<file path="config.mk">
export PLATFORM = sky130hd
export DESIGN_NAME = seg7_hex_bank
export DESIGN_NICKNAME = d
export VERILOG_FILES = /design/src/rtl/seg7_hex_bank.sv
export SDC_FILE = /design/constraint.sdc
export NUM_CORES = 1
export LEC_CHECK = 0
export BUFFER_PORTS_ARGS = -buffer_cell sky130_fd_sc_hd__clkbuf_2
export CORE_MARGIN = 5
export CORE_UTILIZATION = 60
export DETAILED_ROUTE_END_ITERATION = 8
export PLACE_DENSITY_LB_ADDON = 0.1
export RECOVER_POWER = 100
export SLEW_MARGIN = 40
export SYNTH_ARGS = -nofsm -noshare
export SYNTH_HDL_FRONTEND = slang
export SYNTH_SLANG_ARGS = --single-unit
</file>
<file path="constraint.sdc">
create_clock -name CLOCK_50 -period 7.5 [get_ports CLOCK_50]
set_input_delay 0 -clock CLOCK_50 [delete_from_list [all_inputs] [get_ports CLOCK_50]]
set_output_delay 0 -clock CLOCK_50 [all_outputs]
set_load 0.01 [all_outputs]
</file>
<file path="src/rtl/seg7_hex_bank.sv">
// Multi-digit hex 7-segment driver: MSB-first scan into a shadow buffer, single-cycle commit.
// Optional blink overlay compiled in with `define SEG7_BLINK_EN.
module seg7_hex_bank #(
  parameter int NUM_DIGITS = 6,
  parameter int BLINK_DIV  = 25000000
) (
  input  logic                    CLOCK_50,
  input  logic                    reset,
  input  logic [NUM_DIGITS*4-1:0] value,
  input  logic                    load,
  input  logic                    lz_en,
  input  logic [NUM_DIGITS-1:0]   blank_mask,
  input  logic [NUM_DIGITS-1:0]   blink_mask,
  output logic                    ready,
  output logic [NUM_DIGITS*7-1:0] HEX
);

  localparam int W  = NUM_DIGITS * 4;
  localparam int HW = NUM_DIGITS * 7;
  localparam int IW = (NUM_DIGITS > 1) ? $clog2(NUM_DIGITS) : 1;

  typedef enum logic [1:0] {IDLE, SCAN, COMMIT} state_t;

  state_t              state_q, state_d;
  logic [IW-1:0]       idx_q, idx_d;
  logic [W-1:0]        val_q, val_d;
  logic                lz_q, lz_d;
  logic [NUM_DIGITS-1:0] mask_q, mask_d;
  logic                seen_q, seen_d;
  logic [HW-1:0]       shadow_q, shadow_d;
  logic [HW-1:0]       hex_q, hex_d;
  logic [3:0]          nib;
  logic                dark;

  function automatic logic [6:0] seg7(input logic [3:0] n);
    case (n)
      4'h0: seg7 = 7'b0000001;
      4'h1: seg7 = 7'b1001111;
      4'h2: seg7 = 7'b0010010;
      4'h3: seg7 = 7'b0000110;
      4'h4: seg7 = 7'b1001100;
      4'h5: seg7 = 7'b0100100;
      4'h6: seg7 = 7'b0100000;
      4'h7: seg7 = 7'b0001111;
      4'h8: seg7 = 7'b0000000;
      4'h9: seg7 = 7'b0000100;
      4'hA: seg7 = 7'b0001000;
      4'hB: seg7 = 7'b1100000;
      4'hC: seg7 = 7'b0110001;
      4'hD: seg7 = 7'b1000010;
      4'hE: seg7 = 7'b0110000;
      default: seg7 = 7'b0111000;
    endcase
  endfunction

  assign nib   = val_q[idx_q*4 +: 4];
  assign ready = (state_q == IDLE);

  always_comb begin
    state_d  = state_q;
    idx_d    = idx_q;
    val_d    = val_q;
    lz_d     = lz_q;
    mask_d   = mask_q;
    seen_d   = seen_q;
    shadow_d = shadow_q;
    hex_d    = hex_q;
    dark     = 1'b0;
    case (state_q)
      IDLE: begin
        if (load) begin
          val_d   = value;
          lz_d    = lz_en;
          mask_d  = blank_mask;
          seen_d  = 1'b0;
          idx_d   = IW'(NUM_DIGITS - 1);
          state_d = SCAN;
        end
      end
      SCAN: begin
        // digit 0 always shows, so an all-zero value still reads "0"
        dark = mask_q[idx_q] |
               (lz_q & ~seen_q & (nib == 4'h0) & (idx_q != '0));
        shadow_d[idx_q*7 +: 7] = dark ? 7'h7f : seg7(nib);
        seen_d = seen_q | (nib != 4'h0);
        if (idx_q == '0) state_d = COMMIT;
        else             idx_d   = idx_q - 1'b1;
      end
      COMMIT: begin
        hex_d   = shadow_q;
        state_d = IDLE;
      end
      default: state_d = IDLE;
    endcase
  end

  always_ff @(posedge CLOCK_50 or posedge reset) begin
    if (reset) begin
      state_q  <= IDLE;
      idx_q    <= '0;
      val_q    <= '0;
      lz_q     <= 1'b0;
      mask_q   <= '0;
      seen_q   <= 1'b0;
      shadow_q <= '0;
      hex_q    <= '1;
    end else begin
      state_q  <= state_d;
      idx_q    <= idx_d;
      val_q    <= val_d;
      lz_q     <= lz_d;
      mask_q   <= mask_d;
      seen_q   <= seen_d;
      shadow_q <= shadow_d;
      hex_q    <= hex_d;
    end
  end

`ifdef SEG7_BLINK_EN
  localparam int PW = (BLINK_DIV > 1) ? $clog2(BLINK_DIV) : 1;

  logic [PW-1:0] pre_q, pre_d;
  logic          phase_q, phase_d;
  logic          wrap;
  logic [HW-1:0] blank7;

  always_comb begin
    wrap    = (pre_q == PW'(BLINK_DIV - 1));
    pre_d   = wrap ? '0 : pre_q + 1'b1;
    phase_d = phase_q ^ wrap;
  end

  always_ff @(posedge CLOCK_50 or posedge reset) begin
    if (reset) begin
      pre_q   <= '0;
      phase_q <= 1'b0;
    end else begin
      pre_q   <= pre_d;
      phase_q <= phase_d;
    end
  end

  // live overlay on the committed register; blink_mask is not latched
  always_comb begin
    blank7 = '0;
    for (int k = 0; k < NUM_DIGITS; k++)
      blank7[k*7 +: 7] = {7{blink_mask[k] & phase_q}};
  end

  assign HEX = hex_q | blank7;
`else
  logic unused_blink;
  assign unused_blink = (^blink_mask) ^ (BLINK_DIV > 0);
  assign HEX = hex_q;
`endif

endmodule

</file>
# Word level (Yosys, flattened, before mapping)
# Memories as Yosys holds them, arrays and structs flattened.
# Index checks and enable logic that the tools add are counted.
# Widths: inputs -> output; s select.
# totals
word_cells,50
ram_bits,0
latch_bits,0
n_memories,1
in_bits,40
ff_bits,121
mem_bits_ro,112
# mem_list
name,depth,word_bits,read_ports,rd_ports_with_merged_regs,write_ports,line_no,text
(no name shown),16,7,1,0,0,36,case (n)
# classes
n_div,0
mux,13
n_shift,3
order_cmp,1
n_mul,1
eq_ne,5
addsub,2
reduce_logical,10
n_bitwise,6
# op_table
operator,count
$bwmux 42,1
$shift 7x34->42 const A,1
$shiftx 7x34->42,1
$neg 6->34,1
$shiftx 24x6->4,1
$mux 7,2
$mul 3x3->6 const B,1
$mux 3,2
$ne 2x2->1 const B,3
$pmux 3 s2,1
$reduce_and 2->1,3
$logic_not 4->1,1
$lt 3x4->1 const B,1
$mux 2,2
$pmux 2 s2,1
$reduce_bool 4->1,1
$and 1x1->1,3
$bmux 1 s3,1
$logic_not 3->1,1
$reduce_and 3->1,1
$reduce_bool 3->1,1
$sub 3x1->3 const B,1
$eq 2x1->1 const B,1
$eq 2x2->1 const B,1
6 further kinds,8

# Longest topological paths before layout
# logic_depth
depth_word,8
depth_mapped,11
depth_no_buf,9

# Worst setup path after synthesis
# Ideal clock, no wire load.
# synth_timing
path_kind,register to register
start,reg idx_q[0]
end,reg shadow_q[2]
required_ns,7.418
setup_ns,0.082
path_buffers,2
t_arrival_ns,2.875
setup_slack_ns,4.543
stages_incl_launch_ff,9
path_cell_list,dfrtp_1 -> buf_6 -> clkbuf_1 -> nor3_1 -> nor3_1 -> ha_1 -> or4bb_1 -> a221o_2 -> a31oi_2
# synth_between
elab_chain_len,8
elab_cells_between_ends,16
cone_classes,add/sub (1); mul (1); shift (3); mux (5); bitwise (3); reduce/logical (2); memory (1)
# synth_rtl
item,line_no,text
start: declaration,25,"logic [IW-1:0] idx_q, idx_d;"
start signal: assignment,109,idx_q <= idx_d;
"parallel branches: the longest is 7 deep, another holds $neg 6->34",--,
$bwmux 42 *,84,shadow_d[idx_q*7 +: 7] = dark ? 7'h7f : seg7(nib);
end signal: assignment,114,shadow_q <= shadow_d;
end: declaration,30,"logic [HW-1:0] shadow_q, shadow_d;"
# Mark *: on every way between the ends. The select of a mux whose other input is x is not followed.
# A chain may end at the register's enable or synchronous reset.

==> flow_metrics.tcl <==
set metrics [dict create \
    status "finished, violations left" \
    violations "max-capacitance violations, max-slew violations" \
    grt_pass1_wl_um 21100 \
    nets 662 \
    viasPerCell 5.74 \
    yosys_most_used_dff "dfrtp_1" \
    drv_slew 210 \
    synth-warning-count 0 \
    grt_max_degree 51 \
    post_cts_buffers 0 \
    drt_pre_antenna_iters 5 \
    antenna_found_initial 0 \
    htreeDepth 4 \
    gr-usage-all-layers_pct 23.9 \
    cts_tree "yes" \
    cts_buffers 17 \
    timing_hold_violations_final 0 \
    tightest_slew_ps 2110 \
    clock_skew_ps 12.0 \
    dieArea_mm2 0.0112 \
    leakagePower_nw 3.13 \
    synth_cell_type_count 53 \
    grt_pass1_vias 4240 \
    synth_nets 555 \
    cts_max_path_buffers 2 \
    drc 0 \
    fmax_mhz 227 \
    worstHoldPathCells 4 \
    syn_area_mm2 0.00552 \
    rsz0062_at_grt "false" \
    crit_type "in -> async" \
    layout-drive-gt1-share_pct 26.4 \
    crit_path_max_fanout 50 \
    avgSynthCellArea_um2 10.9 \
    tns_ps 0 \
    relSlewSlack_pct -41.1 \
    startpoint_type "input pin" \
    fin_crit_ps 4400 \
    ctsRootBufferMaster "clkbuf_8" \
    vias 4218 \
    ioPinCount 83 \
    io_buffer_count 76 \
    clk_pin_slew_worst_paths_ps 60 \
    yosysSeqAreaShare_pct 55.8 \
    yosys_register_bits 121 \
    cp.required_ps 7740 \
    core_area_mm2 0.00911 \
    dpl.hpwl_um 7990 \
    fp-row-count 35 \
    gp_congestion 0.916 \
    die_w_um 106 \
    r2r-start "idx_q[1]" \
    hp-start "load" \
    cp-startpoint "reset" \
    fp.dieH_um 106 \
    antennaDiodeCount 0 \
    overflow 0 \
    async_flop_share_pct 100 \
    ir_worst_vdd_uv 240 \
    arrival_ps 4640 \
    worst_hold_slack_ps 170 \
    wl_per_cell_um 17.3 \
    post-route-period-util_pct 58.7 \
    ant_nets 0 \
    post-route-util_pct 74.5 \
    syn_inst 504 \
    r2r_cells 8 \
    p_per_area_mw_per_mm2 494 \
    drv_cap 6 \
    setup_viol 0 \
    synth_edf_count 0 \
    area_growth_syn_to_layout_pct 23.0 \
    insertion_delay_ps 520 \
    routed_wl_um 12700 \
    initial_core_util_pct 60.6 \
    crit_path_end_kind "asynchronous set/reset pin" \
    hold_class "in -> reg" \
    cts.sinks 121 \
    first_iter_violations 291 \
]
[worst max-delay path: stages]
cell           delay [ps]
dlygate4sd3_1         530
clkbuf_2              110
clkinvlp_2           1190
clkbuf_1             1320
clkbuf_1             1480
[path summary, 6_finish.rpt]
| kind | endpoint | slack [ps] |
|---|---|---|
| hold / removal | val_q[19] | 170 |
| setup / recovery | shadow_q[38] | 3100 |
| setup reg to reg | shadow_q[10] | 3210 |
| max in group CLOCK_50 | shadow_q[10] | 3210 |
| min in group asynchronous | mask_q[2] | 560 |
| hold reg to reg | val_q[19] | 470 |
[area by class of cell]
| type | instances | area (um^2) |
|---|---|---|
| clock buffer | 18 | 418 |
| timing repair buffer | 112 | 669 |
| tap | 111 | 139 |
| inverter | 9 | 35.0 |
| fill | 671 | 2320 |
| multi-input combinational | 350 | 2250 |
| sequential | 121 | 3080 |
| clock inverter | 14 | 196 |
[stage by stage]
stage | std cells | power [mW] | instance area, um^2 | setup slack (ps)
after floorplan | 504 | 2.15 | 5520 | 4360
after global placement | 670 | 2.51 | 5960 | 3890
after detailed placement | 671 | 2.57 | 5990 | 4050
after CTS | 735 | 3.44 | 6920 | 4030
after global routing | 735 | 3.55 | 6790 | 2020
final | 735 | 3.35 | 6790 | 3100
[report_power, final]
| group | internal (mW) | total, mW | switching [mW] |
|---|---|---|---|
| registers | 0.986 | 1.17 | 0.184 |
| logic | 0.477 | 1.34 | 0.863 |
| clock network | 0.541 | 0.843 | 0.301 |
| total | 2.00 | 3.35 | 1.35 |
[cell usage after synthesis, types with 2 or more instances]
cell | number | share of area [%]
a31oi_1 | 7 | 0.79
nand2b_1 | 7 | 0.79
o21ai_1 | 6 | 0.54
and2_1 | 4 | 0.45
clkbuf_1 | 20 | 1.4
o41ai_1 | 2 | 0.32
and3_1 | 5 | 0.57
a22o_1 | 2 | 0.32
inv_1 | 8 | 0.54
a21oi_1 | 13 | 1.2
nor3_1 | 6 | 0.54
o31ai_1 | 18 | 2.4
a221oi_4 | 3 | 1.4
nor2b_1 | 4 | 0.45
mux2i_1 | 9 | 1.6
o211ai_1 | 3 | 0.41
dfstp_2 | 42 | 20
a211oi_1 | 4 | 0.54
dfrtp_1 | 79 | 36
ha_1 | 11 | 2.5
nor2_1 | 22 | 1.5
nor4bb_1 | 2 | 0.36
a21o_1 | 2 | 0.27
mux2_2 | 48 | 9.8
nand2_1 | 138 | 9.4
buf_6 | 2 | 0.41
a2111oi_2 | 2 | 0.54
nand3_1 | 5 | 0.45
o21ai_0 | 6 | 0.54
[timing repair]
item	in CTS	in global routing
hold buffers	32	0
gates resized for setup	0	0
hold endpoints to repair	80	0
[routing by layer]
| metal | wire length [um] | GRT usage, % |
|---|---|---|
| met3 | 788 | 5.83 |
| met5 | 0 | 0 |
| met2 | 6310 | 39.8 |
| met4 | 376 | 9.25 |
| met1 | 5260 | 30.4 |
[registers in the layout, indices dropped and copies added (netlist names)]
signal and flops:
shadow_q 42, idx_q 3, mask_q 6, val_q 24, seen_q 1, lz_q 1
HEX 42, state_q 2
[cell usage in the layout, fill, tap and decap left out, types with 6 or more instances in the layout]
cell / instances
a31oi_1: 7
clkbuf_2: 33
nand2_1: 137
clkbuf_16: 16
clkbuf_1: 46
a21oi_1: 13
dfstp_2: 42
dfrtp_1: 78
o21ai_0: 11
o31ai_1: 18
nor2_1: 22
mux2i_1: 9
inv_1: 7
nand2b_1: 7
ha_1: 11
mux2_2: 46
nor3_1: 6
dlygate4sd3_1: 32
[kinds of logic (layout without fill, tap and decap cells)]
family	after synthesis	after routing	synth area share, %
buf+inv	33	153	2.54
simple gates	201	201	16.0
mux	59	59	11.9
compound gates	79	79	11.2
fa+ha+maj	11	11	2.49
flops	121	121	55.8
No activity file was read; power rests on OpenSTA's default activity.
